===== src/rtl/periphery_pkg.sv =====
`default_nettype none
// ============================================================================
// Module   : periphery_pkg
// Purpose  : Shared PRU periphery definitions: pad bus widths, the PRU NOP
//            opcode, host command kinds, response status codes and the host
//            sequencer state encoding.
// Ports    : none (package)
// Revision : 1.0 - initial release
// ============================================================================
package periphery_pkg;

  // PRU pad bus widths
  localparam int IO_OPCODE_L   = 4;
  localparam int INPUT_DATA_L  = 32;
  localparam int OUTPUT_DATA_L = 32;

  // Opcode the PRU treats as "no operation"; driven whenever the pins idle
  localparam logic [IO_OPCODE_L-1:0] IO_OPCODE_NOP = '0;

  typedef enum logic [1:0] {
    CMD_WRITE = 2'd0,
    CMD_RUN   = 2'd1,
    CMD_READ  = 2'd2,
    CMD_NOP   = 2'd3
  } cmd_kind_e;

  typedef enum logic [1:0] {
    STATUS_OK      = 2'd0,
    STATUS_TIMEOUT = 2'd1
  } rsp_status_e;

  typedef enum logic [2:0] {
    ST_IDLE      = 3'd0,
    ST_DRIVE     = 3'd1,
    ST_RST_PULSE = 3'd2,
    ST_RUN       = 3'd3,
    ST_READ_WAIT = 3'd4,
    ST_RSP       = 3'd5
  } seq_state_e;

  // Cycle-count parameters of 0 are treated as 1
  function automatic int unsigned at_least_one(input int unsigned v);
    return (v == 0) ? 1 : v;
  endfunction

endpackage
`default_nettype wire


===== src/rtl/sync_2ff.sv =====
`default_nettype none
// ============================================================================
// Module   : sync_2ff
// Purpose  : Two-flop synchroniser for a single asynchronous level signal.
// Ports    : clk   - destination clock
//            rst   - asynchronous active-low reset (both flops clear to 0)
//            d     - asynchronous input
//            q     - synchronised output, two clk edges after d
// Revision : 1.0 - initial release
// ============================================================================
module sync_2ff (
  input  logic clk,
  input  logic rst,
  input  logic d,
  output logic q
);

  logic r_meta;
  logic r_sync;

  always_ff @(posedge clk or negedge rst) begin
    if (!rst) begin
      r_meta <= 1'b0;
      r_sync <= 1'b0;
    end else begin
      r_meta <= d;
      r_sync <= r_meta;
    end
  end

  assign q = r_sync;

endmodule
`default_nettype wire


===== src/rtl/io_host_sequencer.sv =====
`default_nettype none
// ============================================================================
// Module   : io_host_sequencer
// Purpose  : Converts host commands (WRITE / RUN / READ / NOP) into timed
//            activity on the PRU pad inputs and returns responses for RUN
//            and READ.
// Ports    : clk, rst (async active-low)
//            cmd_valid/cmd_ready, cmd_kind, cmd_opcode, cmd_data - command in
//            rsp_valid/rsp_ready, rsp_data, rsp_status          - response out
//            pru_in, pru_io_opcode, pru_reset_execution,
//            pru_enable_execution                                - PRU drive
//            pru_done_execution, pru_out                         - PRU sense
// Config   : IO_SEQ_TIMEOUT_EN - when defined, a RUN without done for
//            TIMEOUT_CYCLES cycles ends with status TIMEOUT; when undefined
//            RUN waits for done indefinitely.
// Revision : 1.0 - initial release
// ============================================================================
module io_host_sequencer
  import periphery_pkg::*;
#(
  parameter int unsigned HOLD_CYCLES    = 2,
  parameter int unsigned READ_LAT       = 2,
  parameter int unsigned TIMEOUT_CYCLES = 1048575
) (
  input  logic                     clk,
  input  logic                     rst,
  input  logic                     cmd_valid,
  output logic                     cmd_ready,
  input  logic [1:0]               cmd_kind,
  input  logic [IO_OPCODE_L-1:0]   cmd_opcode,
  input  logic [INPUT_DATA_L-1:0]  cmd_data,
  output logic                     rsp_valid,
  input  logic                     rsp_ready,
  output logic [OUTPUT_DATA_L-1:0] rsp_data,
  output logic [1:0]               rsp_status,
  output logic [INPUT_DATA_L-1:0]  pru_in,
  output logic [IO_OPCODE_L-1:0]   pru_io_opcode,
  output logic                     pru_reset_execution,
  output logic                     pru_enable_execution,
  input  logic                     pru_done_execution,
  input  logic [OUTPUT_DATA_L-1:0] pru_out
);

  localparam int unsigned c_hold_eff = at_least_one(HOLD_CYCLES);
  localparam int unsigned c_lat_eff  = at_least_one(READ_LAT);
  localparam int unsigned c_cnt_max  = (c_hold_eff > c_lat_eff) ? c_hold_eff : c_lat_eff;
  localparam int          c_cnt_w    = (c_cnt_max > 1) ? $clog2(c_cnt_max) : 1;
  // The hold counter is loaded with N-1 and the state exits when it reads 0
  localparam logic [c_cnt_w-1:0] c_hold_load = c_cnt_w'(c_hold_eff - 1);
  localparam logic [c_cnt_w-1:0] c_lat_load  = c_cnt_w'(c_lat_eff - 1);

  seq_state_e                r_state;
  seq_state_e                w_state_next;
  cmd_kind_e                 r_kind;
  logic [IO_OPCODE_L-1:0]    r_opcode;
  logic [INPUT_DATA_L-1:0]   r_data;
  logic [c_cnt_w-1:0]        r_cnt;
  logic [OUTPUT_DATA_L-1:0]  r_rsp_data;
  logic [1:0]                r_rsp_status;
  logic                      r_live;
  logic                      w_accept;
  logic                      w_done_sync;
  logic                      w_timeout;
  logic                      w_cnt_zero;

  sync_2ff u_done_sync (
    .clk (clk),
    .rst (rst),
    .d   (pru_done_execution),
    .q   (w_done_sync)
  );

  assign w_accept   = cmd_valid && cmd_ready;
  assign w_cnt_zero = (r_cnt == '0);

  // Goes high on the first edge after reset release and stays there, so
  // cmd_ready is held low while reset is asserted.
  always_ff @(posedge clk or negedge rst) begin
    if (!rst) r_live <= 1'b0;
    else      r_live <= 1'b1;
  end

`ifdef IO_SEQ_TIMEOUT_EN
  localparam int unsigned        c_to_eff  = at_least_one(TIMEOUT_CYCLES);
  localparam int                 c_to_w    = (c_to_eff > 1) ? $clog2(c_to_eff) : 1;
  localparam logic [c_to_w-1:0]  c_to_last = c_to_w'(c_to_eff - 1);

  logic [c_to_w-1:0] r_run_cnt;

  // Counts completed RUN cycles; reaching c_to_last means this is the
  // TIMEOUT_CYCLES-th enabled cycle.
  always_ff @(posedge clk or negedge rst) begin
    if (!rst)                   r_run_cnt <= '0;
    else if (r_state != ST_RUN) r_run_cnt <= '0;
    else if (!w_timeout)        r_run_cnt <= r_run_cnt + 1'b1;
  end

  assign w_timeout = (r_state == ST_RUN) && (r_run_cnt == c_to_last);
`else
  localparam int unsigned c_unused_timeout = TIMEOUT_CYCLES;
  assign w_timeout = 1'b0;
`endif

  // ---------------------------------------------------------------- state reg
  always_ff @(posedge clk or negedge rst) begin
    if (!rst) r_state <= ST_IDLE;
    else      r_state <= w_state_next;
  end

  // --------------------------------------------------------------- next state
  always_comb begin
    w_state_next = r_state;
    case (r_state)
      ST_IDLE: begin
        if (w_accept) begin
          case (cmd_kind_e'(cmd_kind))
            CMD_RUN:  w_state_next = ST_RST_PULSE;
            CMD_READ: w_state_next = ST_READ_WAIT;
            // NOP rides through DRIVE for a single cycle with pins idle
            default:  w_state_next = ST_DRIVE;
          endcase
        end
      end
      ST_DRIVE:     if (w_cnt_zero) w_state_next = ST_IDLE;
      ST_RST_PULSE: w_state_next = ST_RUN;
      ST_RUN:       if (w_done_sync || w_timeout) w_state_next = ST_RSP;
      ST_READ_WAIT: if (w_cnt_zero) w_state_next = ST_RSP;
      ST_RSP:       if (rsp_ready) w_state_next = ST_IDLE;
      default:      w_state_next = ST_IDLE;
    endcase
  end

  // ------------------------------------------------------------------ outputs
  always_comb begin
    cmd_ready            = (r_state == ST_IDLE) && r_live;
    rsp_valid            = (r_state == ST_RSP);
    pru_io_opcode        = IO_OPCODE_NOP;
    pru_in               = '0;
    pru_reset_execution  = 1'b0;
    pru_enable_execution = 1'b0;
    case (r_state)
      ST_DRIVE: begin
        if (r_kind == CMD_WRITE) begin
          pru_io_opcode = r_opcode;
          pru_in        = r_data;
        end
      end
      ST_READ_WAIT: pru_io_opcode        = r_opcode;
      ST_RST_PULSE: pru_reset_execution  = 1'b1;
      ST_RUN:       pru_enable_execution = 1'b1;
      default: ;
    endcase
  end

  assign rsp_data   = r_rsp_data;
  assign rsp_status = r_rsp_status;

  // ----------------------------------------------------------------- datapath
  always_ff @(posedge clk or negedge rst) begin
    if (!rst) begin
      r_kind   <= CMD_NOP;
      r_opcode <= '0;
      r_data   <= '0;
    end else if (w_accept) begin
      r_kind   <= cmd_kind_e'(cmd_kind);
      r_opcode <= cmd_opcode;
      r_data   <= cmd_data;
    end
  end

  always_ff @(posedge clk or negedge rst) begin
    if (!rst) begin
      r_cnt <= '0;
    end else if (w_accept) begin
      case (cmd_kind_e'(cmd_kind))
        CMD_WRITE: r_cnt <= c_hold_load;
        CMD_READ:  r_cnt <= c_lat_load;
        default:   r_cnt <= '0;
      endcase
    end else if (!w_cnt_zero) begin
      r_cnt <= r_cnt - 1'b1;
    end
  end

  // Done takes priority over a timeout landing in the same cycle
  always_ff @(posedge clk or negedge rst) begin
    if (!rst) begin
      r_rsp_data   <= '0;
      r_rsp_status <= STATUS_OK;
    end else if ((r_state == ST_RUN) && (w_done_sync || w_timeout)) begin
      r_rsp_data   <= '0;
      r_rsp_status <= w_done_sync ? STATUS_OK : STATUS_TIMEOUT;
    end else if ((r_state == ST_READ_WAIT) && w_cnt_zero) begin
      r_rsp_data   <= pru_out;
      r_rsp_status <= STATUS_OK;
    end
  end

endmodule
`default_nettype wire


===== config.mk =====
export PLATFORM = sky130hd
export DESIGN_NAME = io_host_sequencer
export DESIGN_NICKNAME = d
export VERILOG_FILES = /design/src/rtl/periphery_pkg.sv /design/src/rtl/sync_2ff.sv /design/src/rtl/io_host_sequencer.sv
export SDC_FILE = /design/constraint.sdc
export NUM_CORES = 1
export LEC_CHECK = 0
export ABC_AREA = 1
export CELL_PAD_IN_SITES_DETAIL_PLACEMENT = 1
export CELL_PAD_IN_SITES_GLOBAL_PLACEMENT = 2
export CORE_MARGIN = 2
export CORE_UTILIZATION = 23
export CTS_BUF_LIST = sky130_fd_sc_hd__clkbuf_8
export CTS_CLUSTER_SIZE = 40
export DETAILED_ROUTE_END_ITERATION = 8
export GPL_TIMING_DRIVEN = 0
export HOLD_SLACK_MARGIN = 0.12
export PLACE_DENSITY_LB_ADDON = 0.1
export REMOVE_ABC_BUFFERS = 1
export SKIP_LAST_GASP = 1
export SYNTH_ARGS = -nofsm -noshare
export SYNTH_HDL_FRONTEND = slang
export SYNTH_HIERARCHICAL = 1
export SYNTH_SLANG_ARGS = --single-unit

===== constraint.sdc =====
create_clock -name clk -period 1.4 [get_ports clk]
set_input_delay 0.21 -clock clk [delete_from_list [all_inputs] [get_ports clk]]
set_output_delay 0.21 -clock clk [all_outputs]
set_load 0.02 [all_outputs]

# ---- After elaboration in Yosys (flattened, before gate mapping)
# Cells that the tools add are included.
dict set report word_totals {
  ff_bits 79
  out_inout_bits 74
  inputBits 75
  wordCells 55
}
dict set report op_classes {
  muxes 21
  eq_ne 12
  addsub 1
  n_reduce_logical 10
  bitwise 1
}
# cell n
set ops {}
lappend ops {{32-bit 2-to-1 mux} 4}
lappend ops {{3-bit one-hot mux with 6 select lines} 1}
lappend ops {{3-bit 2-to-1 mux} 5}
lappend ops {{4-bit one-hot mux with 2 select lines} 1}
lappend ops {{3-bit by 2-bit equality test with 1-bit output (second input constant)} 2}
lappend ops {{3-bit equality test (second input constant)} 2}
lappend ops {{1-bit 2-to-1 mux} 6}
lappend ops {{2-bit inequality test (second input constant)} 3}
lappend ops {{3-bit one-hot mux with 2 select lines} 1}
lappend ops {{5-bit AND reduction} 1}
lappend ops {{1-bit logical AND} 4}
lappend ops {{2-bit logical NOT} 2}
lappend ops {{2-bit 2-to-1 mux} 2}
lappend ops {{4-bit 2-to-1 mux} 1}
lappend ops {{2-bit by 1-bit inequality test with 1-bit output (second input constant)} 2}
lappend ops {{3-bit by 1-bit equality test with 1-bit output (second input constant)} 1}
lappend ops {{3-bit logical NOT} 1}
lappend ops {{2-bit by 1-bit equality test with 1-bit output (second input constant)} 1}
lappend ops {{2-bit equality test (second input constant)} 1}
lappend ops {{2-bit nonzero test} 1}
lappend ops {{2-bit OR reduction} 1}
lappend ops {{1-bit NOT} 1}
lappend ops {{1-bit subtractor (second input constant)} 1}

# ---- Logic depth before layout (Yosys ltp)
# Gate-level depths: netlist of the first run.
dict set report depth {
  ltp_word 5
  ltp_mapped 8
  ltp_nobuf 7
}

# ---- Modules after synthesis
# Netlist of the first run, hierarchy kept.
# module cells_each seq_area_each_um2 area_per_inst_um2 instances
set by_module_without_submodules {}
lappend by_module_without_submodules {io_host_sequencer 409 1904.3 3657.3 1}
lappend by_module_without_submodules {sync_2ff 2 50.0 50.0 1}

# ---- Worst setup path after synthesis of the first run
# No wires, ideal clock.
dict set report synth_timing {
  path_type {flip-flop to output port}
  startpoint {register r_state[1]}
  endpoint {output pru_in[10]}
  setup_slack_ns -0.165
  arrival_time_ns 1.355
  path_stages_with_launch 7
  n_path_buf 1
  required_time_ns 1.190
  path_cell_list {dfrtp_1 -> inv_2 -> nand3_1 -> nor3_1 -> inv_1 -> buf_2 -> nor2_1}
}
dict set report synth_between {
  elab_chain_len 2
}
# item line_no
set synth_lines {}
lappend synth_lines {{start: declaration} io_host_sequencer.sv:52} ;# seq_state_e r_state;
lappend synth_lines {{start signal: assignment} io_host_sequencer.sv:107} ;# else r_state <= w_state_next;
lappend synth_lines {{3-bit by 1-bit equality test with 1-bit output} io_host_sequencer.sv:141} ;# case (r_state)
lappend synth_lines {{32-bit 2-to-1 mux} io_host_sequencer.sv:141}
lappend synth_lines {{end: declaration} io_host_sequencer.sv:36} ;# output logic [INPUT_DATA_L-1:0] pru_in,
# No other way between the ends.

# ---- Worst setup path after layout of the first run
dict set report layout_timing {
  startpoint {register r_state[2]}
  endpoint {output pru_in[24]}
}
# The elaborated chain is that of the path after synthesis.

==> metrics.csv, run 1 <==
stage,metric,value,unit
cts,clkSlewWorstSetupHoldPaths,80,ps
logic_synthesis,synth_ff_type,dfrtp_1,
cts,h-tree-depth,3,
min_path,min_path_cells,1,
worst_setup_path,crit_path_end_kind,primary output,
worst_setup_path,cp_max_fo,8,
timing,period_needed,1970,ps
die,dieHeight,131,um
logic_synthesis,yosys.area.top_type_share,51.3,%
logic_synthesis,synth_edf_count,0,
cts,cts_made_buffers,9,
worst_setup_path,reg2reg_slack,-450,ps
cts,worstSkewPairLatency,360,ps
route,drt_iter0_markers,78,
placed_design,port_buffers,147,
power_and_ir_drop,peakVddDrop,0.000663,V
worst_setup_path,rr_worst_depth,11,
timing,tns,-44000,ps
route,dr.pass1.iters,3,
timing,max_freq,0.508,GHz
global_routing,grt_pass1_wl,21500,um
route,route.antenna.remaining_nets,0,
worst_setup_path,worst-path-stages,8,
placed_design,place.gp.congestion,0.736,
logic_synthesis,synthCells,411,
job,drv_cap,0,
global_routing,overflow,0,
final_layout,drive_gt1_share,46.3,%
die,die-area,17200,um2
worst_setup_path,cp_top_family,buffers and inverters,
placed_design,hpwl,7270,um
worst_setup_path,cp_cell_sequence,inv_2 -> nand3_4 -> nor3_4 -> buf_6 -> clkinvlp_4 -> buf_8 -> nor2_1 -> buf_4,
route,dr_total_vias,3496,
worst_setup_path,startpoint,r_state[2],
power_and_ir_drop,powerDensity,1960,nW/um2
worst_setup_path,crit_arrival,1760,ps
logic_synthesis,synth_top_area_cell,dfrtp_1,
global_routing,grtUsageTotal,16.9,%
logic_synthesis,synth_commonest_cells,"nor2_1 (81), inv_1 (77), dfrtp_1 (76), nand3_1 (40), a21oi_2 (29)",
final_layout,diodes,0,
route,wl,14500,um
timing,finClkSkew,6.28,ps
cts,cts_sinks,78,
timing,rsz0062_at_grt,true,
placed_design,placed_cell_area,5330,um2
die,die_w,131,um
route,avgViaCountPerCell,4.22,
timing,relSlewSlack,47.4,%
logic_synthesis,ys_ff_latch,78,
worst_setup_path,setup.worst_path.end,pru_in[24],
logic_synthesis,netlist_area,3710,um2
die,io_pins,149,
logic_synthesis,yosysSeqAreaShare,52.7,%
global_routing,grt_antenna_before_repair,0,
worst_setup_path,required,1190,ps
timing,fin_ws,-568,ps
final_layout,final_nets,687,
worst_setup_path,cp_num_buf_inv,5,
die,initial_utilization,23.4,%
timing,worst_pin_slew,789,ps
logic_synthesis,yosysWarningCount,6,
cts,tritoncts,done,
run_status,status,"finished, violations left",
worst_setup_path,cpPeakStageDelay,430,ps
timing,finalHoldViolCount,0,
global_routing,grt_max_degree,51,
route,wl_per_cell,17.4,um
timing,period_share,141,%
worst_setup_path,r2r-end,r_data[27],
worst_setup_path,r2r_start,r_state[0],
run_status,violations,negative setup slack,
logic_synthesis,yosysUniqueCellTypes,25,
cts,clockBufferDepth,2,
power_and_ir_drop,total_power,0.0139,W
die,core_area,15800,um2
final_layout,syn_to_final_growth,91.3,%
logic_synthesis,ys_async_sr_fraction,100,%
worst_setup_path,crit_type,register to primary output,
global_routing,grt_pass1_vias,3815,
logic_synthesis,synth.area.top_cells,"dfrtp_1 (51%), nor2_1 (8.2%), inv_1 (7.8%), a21oi_2 (6.9%), nand3_1 (5.4%)",
route,drc,0,
final_layout,final_area,7090,um2
worst_setup_path,slowest_stage,dfrtp_2,
timing,slew_viol_final,0,
power_and_ir_drop,power.leakage,3.59,nW
cts,cts-root-buf,clkbuf_8,
min_path,hold_path_class,input port to register,
timing,setup_viol,115,
logic_synthesis,synth_most_common_cell,nor2_1,
worst_setup_path,crit_path_start_kind,register,
die,rows,46,
logic_synthesis,syn_avg_cell_area,9.02,um2
==> where the power goes <==
part | switching [W] | internal (W) | total [W] | leakage [nW]
sequential | 0.000489 | 0.00325 | 0.00374 | 0.906
combinational | 0.00450 | 0.00387 | 0.00836 | 2.58
clock | 0.000877 | 0.000907 | 0.00178 | 0.108
total | 0.00586 | 0.00802 | 0.0139 | 3.59
==> area by class of cell <==
| cell class | instances | area, um2 |
|---|---|---|
| well taps | 216 | 270 |
| flip-flops and latches | 78 | 1960 |
| clock inverters | 5 | 50.0 |
| clock buffers | 11 | 151 |
| repair buffers | 197 | 2230 |
| inverters | 79 | 303 |
| fillers | 1723 | 8730 |
| multi-input cells | 242 | 2130 |
| repair inverters | 1 | 7.51 |
==> flip-flops by register name (all words and copies together), names as in the netlist <==
register	count
r_data	32
rsp_status	1
r_cnt	1
u_done_sync/q	1
r_opcode	4
rsp_data	32
r_kind	2
r_live	1
r_state	3
u_done_sync/r_meta	1
==> placed cells by master, fill, tap and decap left out, drive strengths merged <==
cell,Yosys,layout
o21ai,38,38
a21oi,37,37
conb,2,2
dfrtp,76,76
and3,1,1
clkinvlp,0,3
dlygate4sd3,0,1
bufinv,0,1
or2,1,4
nand4,2,2
clkinv,0,1
clkbuf,2,14
dlygate4sd2,0,8
buf,22,87
ha,4,4
nand2,19,28
dfstp,2,2
clkdlybuf4s50,0,72
inv,79,80
dlymetal6s2s,0,26
nor3,4,4
nand3,40,40
nor2,82,82
==> per-stage QoR <==
stage / instances / setup slack, ps / utilization (%) / hold slack (ps)
after floorplan: 387 / -1060 / - / -85.6
after global placement: 750 / -3190 / 33.2 / 335
after detailed placement: 753 / -1470 / 33.7 / 188
after CTS: 819 / -683 / 40.9 / 255
final: 829 / -568 / 44.8 / 282
after global routing: 829 / -669 / 44.8 / 263
==> routing by layer <==
| layer | global-route usage [%] | vias up | wire length [um] |
|---|---|---|---|
| li1 | - | 1687 | - |
| met1 | 21.1 | 1688 | 6180 |
| met3 | 5.42 | 19 | 868 |
| met2 | 27.2 | 102 | 7120 |
| met5 | 0 | - | 0 |
| met4 | 6.57 | 0 | 298 |
==> worst min-delay path by stage <==
stage / startpoint / to
after floorplan: rst / r_cnt
after global placement: u_done_sync/r_meta / u_done_sync/q
after detailed placement: rst / r_opcode[1]
after CTS: pru_done_execution / u_done_sync/r_meta
after global routing: pru_done_execution / u_done_sync/r_meta
final: pru_done_execution / u_done_sync/r_meta
==> cells by family after synthesis <==
family | synth area share, %
AOI/OAI and AO/OA | 15.3
DFF | 52.7
adders and majority gates | 1.35
other | 0.203
buffers and inverters | 13.1
and+or+nand+nor | 17.3
==> timing repair <==
action	in CTS	in global routing
pin swaps	22	28
setup buffers	32	11
hold endpoints to repair	28	0
endpoints found under the setup margin	148	141
resized for setup	324	140
cloned	18	7
hold buffers	1	0
No activity file was read; power rests on OpenSTA's default activity.
==> inputs of run 2 (changes only) <==
ABC_CLOCK_PERIOD_IN_PS = 1400   (was default)
CORE_MARGIN = 4   (was 2)
==> run 2 against run 1 <==
Net effect: wire length fell by 1.6%; the run still ends with negative setup slack left; critical path depth did not move; combinational power fell by 3.1%; setup slack got worse by 15 ps; core utilization fell by 1.5 points; clock skew rose by 3.5 ps; register-to-register slack barely moved; largest cell class unchanged; final cell count fell by 1.1%; die area rose by 6.2%; flip-flop and latch count did not move.
==> metrics.csv, run 2 (synthesis gave the netlist of run 1 again) <==
stage,metric,value,unit,change
route,dr_total_vias,3457,,was 3496
power_and_ir_drop,power.leakage,3.63,nW,was 3.59 nW
worst_setup_path,cp_max_fo,16,,was 8
die,io_pins,149,,unchanged
timing,rsz0062_at_grt,true,,unchanged
power_and_ir_drop,powerDensity,1990,nW/um2,was 1960 nW/um2
global_routing,grt_most_used_layer,met2,,unchanged
die,die-area,18200,um2,was 17200 um2
cts,clockBufferDepth,2,,unchanged
final_layout,syn_to_final_growth,84.7,%,was 91.3%
worst_setup_path,slowest_stage,dfrtp_2,,unchanged
die,core_area,15800,um2,unchanged
worst_setup_path,cpPeakStageDelay,440,ps,was 430 ps
worst_setup_path,r2r-end,rsp_status[0],,was r_data[27]
timing,tns,-48190,ps,was -44000 ps
route,dr.pass1.iters,4,,was 3
final_layout,drive_gt1_share,43.9,%,was 46.3%
final_layout,final_nets,678,,was 687
cts,cts_sinks,78,,unchanged
worst_setup_path,cp_num_buf_inv,5,,unchanged
final_layout,filler_cell_count,1730,,was 1723
route,drc,0,,unchanged
worst_setup_path,crit_type,register to primary output,,unchanged
timing,finalHoldViolCount,0,,unchanged
worst_setup_path,cp_top_family,buffers and inverters,,unchanged
run_status,violations,negative setup slack,,unchanged
final_layout,fin_util,43.3,%,was 44.8%
cts,worstSkewPairLatency,360,ps,about the same
worst_setup_path,rr_worst_depth,8,,was 11
run_status,status,"finished, violations left",,unchanged
final_layout,regArea,1960,um2,unchanged
timing,period_needed,1980,ps,was 1970 ps
cts,h-tree-depth,3,,unchanged
final_layout,diodes,0,,unchanged
worst_setup_path,reg2reg_slack,-460,ps,was -450 ps
placed_design,port_buffers,147,,unchanged
route,avgViaCountPerCell,4.22,,about the same
worst_setup_path,r2r_start,r_state[0],,unchanged
die,die_w,135,um,was 131 um
power_and_ir_drop,peakVddDrop,0.000788,V,was 0.000663 V
placed_design,place.gp.congestion,0.714,,was 0.736
timing,slew_viol_final,0,,unchanged
global_routing,grt_util_met1,15.2,%,was 21.1%
route,wl_per_cell,17.4,um,about the same
route,wl,14200,um,was 14500 um
placed_design,hpwl,7520,um,was 7270 um
route,drt_iter0_markers,60,,was 78
route,route.antenna.remaining_nets,0,,unchanged
final_layout,layout_common_cells,"inv_1 (76), dfrtp_1 (74), clkdlybuf4s50_1 (72), nor2_1 (41)",,"was inv_1 (77), dfrtp_1 (74), clkdlybuf4s50_1 (72), buf_4 (42), nor2_4 (38)"
global_routing,overflow,0,,unchanged
die,dieHeight,135,um,was 131 um
die,rows,46,,unchanged
cts,cts_made_buffers,9,,unchanged
global_routing,grt_antenna_before_repair,0,,unchanged
worst_setup_path,required,1190,ps,about the same
final_layout,final_common_cell,inv_1,,unchanged
cts,cts-root-buf,clkbuf_8,,unchanged
timing,relSlewSlack,55.2,%,was 47.4%
timing,fin_ws,-584,ps,was -568 ps
global_routing,grt_pass1_vias,3471,,was 3815
timing,period_share,142,%,was 141%
global_routing,grtUsageTotal,12.7,%,was 16.9%
worst_setup_path,crit_path_end_kind,primary output,,unchanged
timing,setup_viol,113,,was 115
global_routing,use_met2,20.4,%,was 27.2%
min_path,min_path_cells,1,,unchanged
cts,tritoncts,done,,unchanged
final_layout,multi_input_area,1880,um2,was 2130 um2
worst_setup_path,crit_path_start_kind,register,,unchanged
min_path,hold_path_class,input port to register,,unchanged
min_path,whs_endpoint,u_done_sync/r_meta,,unchanged
worst_setup_path,cp_cell_sequence,inv_4 -> nand3_4 -> nor3_4 -> buf_6 -> clkinvlp_4 -> buf_12 -> nor2_1 -> buf_4,,was inv_2 -> nand3_4 -> nor3_4 -> buf_6 -> clkinvlp_4 -> buf_8 -> nor2_1 -> buf_4
timing,finClkSkew,9.74,ps,was 6.28 ps
global_routing,met3_usage,5.70,%,was 5.42%
job,drv_cap,0,,unchanged
timing,worst_pin_slew,673,ps,was 789 ps
worst_setup_path,crit_arrival,1770,ps,was 1760 ps
global_routing,grt_max_degree,57,,was 51
timing,max_freq,0.504,GHz,was 0.508 GHz
die,initial_utilization,23.4,%,unchanged
min_path,hold_start,pru_done_execution,,unchanged
cts,clkSlewWorstSetupHoldPaths,90,ps,was 80 ps
global_routing,grt_pass1_wl,18200,um,was 21500 um
run 2: cell types whose count changed in the layout (fill, tap and decap cells not counted), moves of 8 or more:
cell,previous run,this run
nor2_2,15,27
dlygate4sd2_1,8,0
nor2_1,29,41
nor2_4,38,14
buf_4,42,33
buf_16,10,2
run 2: stage by stage:
stage	hold slack [ps]	setup WS (ps)	total power, W	cells	area [um2]
after floorplan	-85.6	-1060	0.00690	387	3520
after global placement	335	-3170	0.00942	750	5260
after detailed placement	174	-1420	0.00957	753	5340
after CTS	274	-589	0.0119	787	5710
after global routing	269	-690	0.0145	820	6850
final	300	-584	0.0136	820	6850
run 2: layer usage:
metal	wire (um)	part of all wire, %	up-vias
met5	0	0	-
met4	147	1.0	0
met3	959	6.7	9
met2	7070	50	100
met1	6060	43	1700
li1	-	-	1648
run 2: worst max path at each step:
stage / start / cells past startpoint / end / slack, ps
3_5_place_dp: r_state[2] / 6 / pru_in[29] / -1420
6_report: r_state[2] / 8 / pru_in[9] / -580
2_1_floorplan: r_state[0] / 5 / rsp_data[10] / -1060
3_3_place_gp: rst / 1 / rsp_data[26] / -3170
5_1_grt: r_state[2] / 8 / pru_in[15] / -690
4_1_cts: r_state[2] / 8 / pru_in[29] / -590
run 2: layout make-up:
class                           instances  area share (%)
Inverter                               79            4.60
Clock inverter                          6           0.913
Clock buffer                           10            2.01
Sequential cell                        78            28.6
Timing Repair inverter                  1           0.110
Tap cell                              216            3.95
Timing Repair Buffer                  193            32.4
Multi-Input combinational cell        237            27.5
run 2: timing repair:
action,4_1_cts,5_1_grt
buffers inserted,15,18
endpoints found under the hold margin,26,0
pin swaps,4,23
setup endpoints to repair,148,148
resized for setup,233,194
cloned,2,18
hold buffers,1,0
run 2: worst register-to-register path, stage by stage, from the launching register on:
cell,delay (ps)
dfrtp_2,440
buf_6,130
buf_12,140
nor2_4,200
buf_6,140
nand2_4,60
or2_4,310
clkbuf_16,200
and3_1,140
run 2: where the power goes:
part,switching (W),internal (W),total (W)
Combinational,0.00431,0.00378,0.00810
Clock,0.000889,0.000867,0.00176
Sequential,0.000503,0.00325,0.00375
==> inputs of run 3 (changes only) <==
CORE_MARGIN = default   (was 4)
==> run 3 against run 2 <==
Net effect: the flow still finishes with violations (negative setup slack); hold slack got worse by 13 ps; core utilization fell by 0.26 points; critical path depth rose by 1; final cell count rose by 0.37%; critical endpoint is now pru_in[21]; clock power barely moved; sequential share of layout area rose by 0.19 points; cell area fell by 0.60%; clock-buffer cell count did not move; non-clock buffer count rose by 7; via count barely moved; die area fell by 8.7%.
==> metrics.csv, run 3 (synthesis gave the netlist of run 1 again) <==
stage,metric,value,unit,change
route,route.antenna.remaining_nets,0,,unchanged
power_and_ir_drop,power.leakage,3.49,nW,was 3.63 nW
cts,cts-root-buf,clkbuf_8,,unchanged
worst_setup_path,crit_path_start_kind,register,,unchanged
timing,hold_ws,287,ps,was 300 ps
die,die_w,129,um,was 135 um
route,dr.pass1.iters,4,,unchanged
final_layout,layout_common_cells,"inv_1 (76), clkdlybuf4s50_1 (73), dfrtp_1 (73), buf_4 (43), nor2_4 (42)",,"was inv_1 (76), dfrtp_1 (74), clkdlybuf4s50_1 (72), nor2_1 (41)"
global_routing,grt_pass1_wl,20300,um,was 18200 um
timing,slew_viol_final,0,,unchanged
worst_setup_path,cp_max_fo,8,,was 16
route,wl,13800,um,was 14200 um
cts,tritoncts,done,,unchanged
final_layout,final_nets,681,,was 678
worst_setup_path,startpoint,r_state[2],,unchanged
cts,worstSkewPairLatency,370,ps,was 360 ps
timing,relSlewSlack,61.8,%,was 55.2%
worst_setup_path,r2r-end,rsp_data[9],,was rsp_status[0]
timing,fin_ws,-661,ps,was -584 ps
die,dieHeight,129,um,was 135 um
final_layout,diodes,0,,unchanged
cts,h-tree-depth,3,,unchanged
min_path,hold_path_class,input port to register,,unchanged
timing,rsz0062_at_grt,true,,unchanged
timing,finClkSkew,8.65,ps,was 9.74 ps
run_status,violations,negative setup slack,,unchanged
timing,worst_pin_slew,574,ps,was 673 ps
placed_design,place.gp.congestion,0.700,,was 0.714
job,drv_cap,0,,unchanged
die,core_area,15800,um2,unchanged
die,initial_utilization,23.4,%,unchanged
final_layout,drive_gt1_share,42.3,%,was 43.9%
worst_setup_path,required,1190,ps,about the same
min_path,min_path_cells,1,,unchanged
route,wl_per_cell,16.7,um,was 17.4 um
worst_setup_path,crit_type,register to primary output,,unchanged
placed_design,port_buffers,147,,unchanged
final_layout,fin_util,43.0,%,was 43.3%
final_layout,final_common_cell,inv_1,,unchanged
global_routing,overflow,0,,unchanged
worst_setup_path,crit_arrival,1850,ps,was 1770 ps
timing,period_share,147,%,was 142%
min_path,whs_endpoint,u_done_sync/r_meta,,unchanged
global_routing,grt_antenna_before_repair,0,,unchanged
min_path,hold_start,pru_done_execution,,unchanged
timing,setup_viol,115,,was 113
worst_setup_path,rr_worst_depth,9,,was 8
global_routing,grtUsageTotal,16.5,%,was 12.7%
placed_design,hpwl,7030,um,was 7520 um
power_and_ir_drop,powerDensity,1950,nW/um2,was 1990 nW/um2
die,rows,46,,unchanged
worst_setup_path,reg2reg_slack,-510,ps,was -460 ps
timing,tns,-50690,ps,was -48190 ps
cts,clkSlewWorstSetupHoldPaths,80,ps,was 90 ps
global_routing,grt_max_degree,41,,was 57
power_and_ir_drop,total_power,0.0133,W,was 0.0136 W
route,drc,0,,unchanged
cts,cts_made_buffers,9,,unchanged
placed_design,post-place-ws,-1470,ps,was -1420 ps
die,io_pins,149,,unchanged
timing,max_freq,0.485,GHz,was 0.504 GHz
worst_setup_path,r2r_start,r_state[0],,unchanged
timing,finalHoldViolCount,0,,unchanged
cts,cts_sinks,78,,unchanged
timing,period_needed,2060,ps,was 1980 ps
power_and_ir_drop,peakVddDrop,0.000664,V,was 0.000788 V
route,drt_iter0_markers,62,,was 60
cts,clockBufferDepth,2,,unchanged
route,dr_total_vias,3458,,was 3457
die,die-area,16600,um2,was 18200 um2
global_routing,grt_pass1_vias,3641,,was 3471
route,avgViaCountPerCell,4.20,,was 4.22
worst_setup_path,crit_path_end_kind,primary output,,unchanged
final_layout,syn_to_final_growth,83.6,%,was 84.7%
run_status,status,"finished, violations left",,unchanged
## run 3: layout make-up
cell class                 count  area, um2
clock buffer                  10        138
clock inverter                 6       62.6
fill                        1748       9020
inverter                      79        303
multi-input combinational    233       1790
sequential                    78       1960
tap                          216        270
timing repair buffer         200       2280
timing repair inverter         1       7.51
## run 3: worst max-delay path: stages, from the launching register on
cell and delay (ps):
dfrtp_2 440, inv_2 90, nand3_4 80, nor3_4 150, buf_6 130, buf_6 100
clkinvlp_4 100, buf_8 160, nor2_2 90, buf_4 140
## run 3: per-stage QoR
| stage | area, um2 | cells |
|---|---|---|
| 2_1_floorplan | 3520 | 387 |
| 3_3_place_gp | 5260 | 750 |
| 3_5_place_dp | 5340 | 753 |
| 4_1_cts | 6080 | 805 |
| 5_1_grt | 6810 | 823 |
| 6_report | 6810 | 823 |
## run 3: layer usage
metal | wire (um) | track usage [%] | vias to the layer above
li1 | - | - | 1656
met1 | 6080 | 21.1 | 1709
met2 | 6620 | 26.1 | 79
met3 | 868 | 4.91 | 14
met4 | 214 | 6.99 | 0
met5 | 0 | 0 | -
## run 3: what timing repair did
action	CTS	global route
cloned	11	4
endpoints found under the hold margin	36	0
resized for setup	246	174
hold buffers	1	0
pin swaps	6	9
setup buffers	24	14
setup endpoints to repair	144	137
## run 3: worst max-delay path by stage
stage | endpoint | slack, ps | depth (start not counted)
2_1_floorplan | rsp_data[10] | -1060 | 5
3_3_place_gp | rsp_data[11] | -3150 | 1
3_5_place_dp | pru_in[28] | -1470 | 6
4_1_cts | pru_in[9] | -690 | 9
5_1_grt | pru_in[21] | -730 | 9
6_report | pru_in[21] | -660 | 9
## run 3: power breakdown
| part | internal [W] | switching, W |
|---|---|---|
| clock | 0.000867 | 0.000910 |
| combinational | 0.00362 | 0.00422 |
| sequential | 0.00325 | 0.000427 |
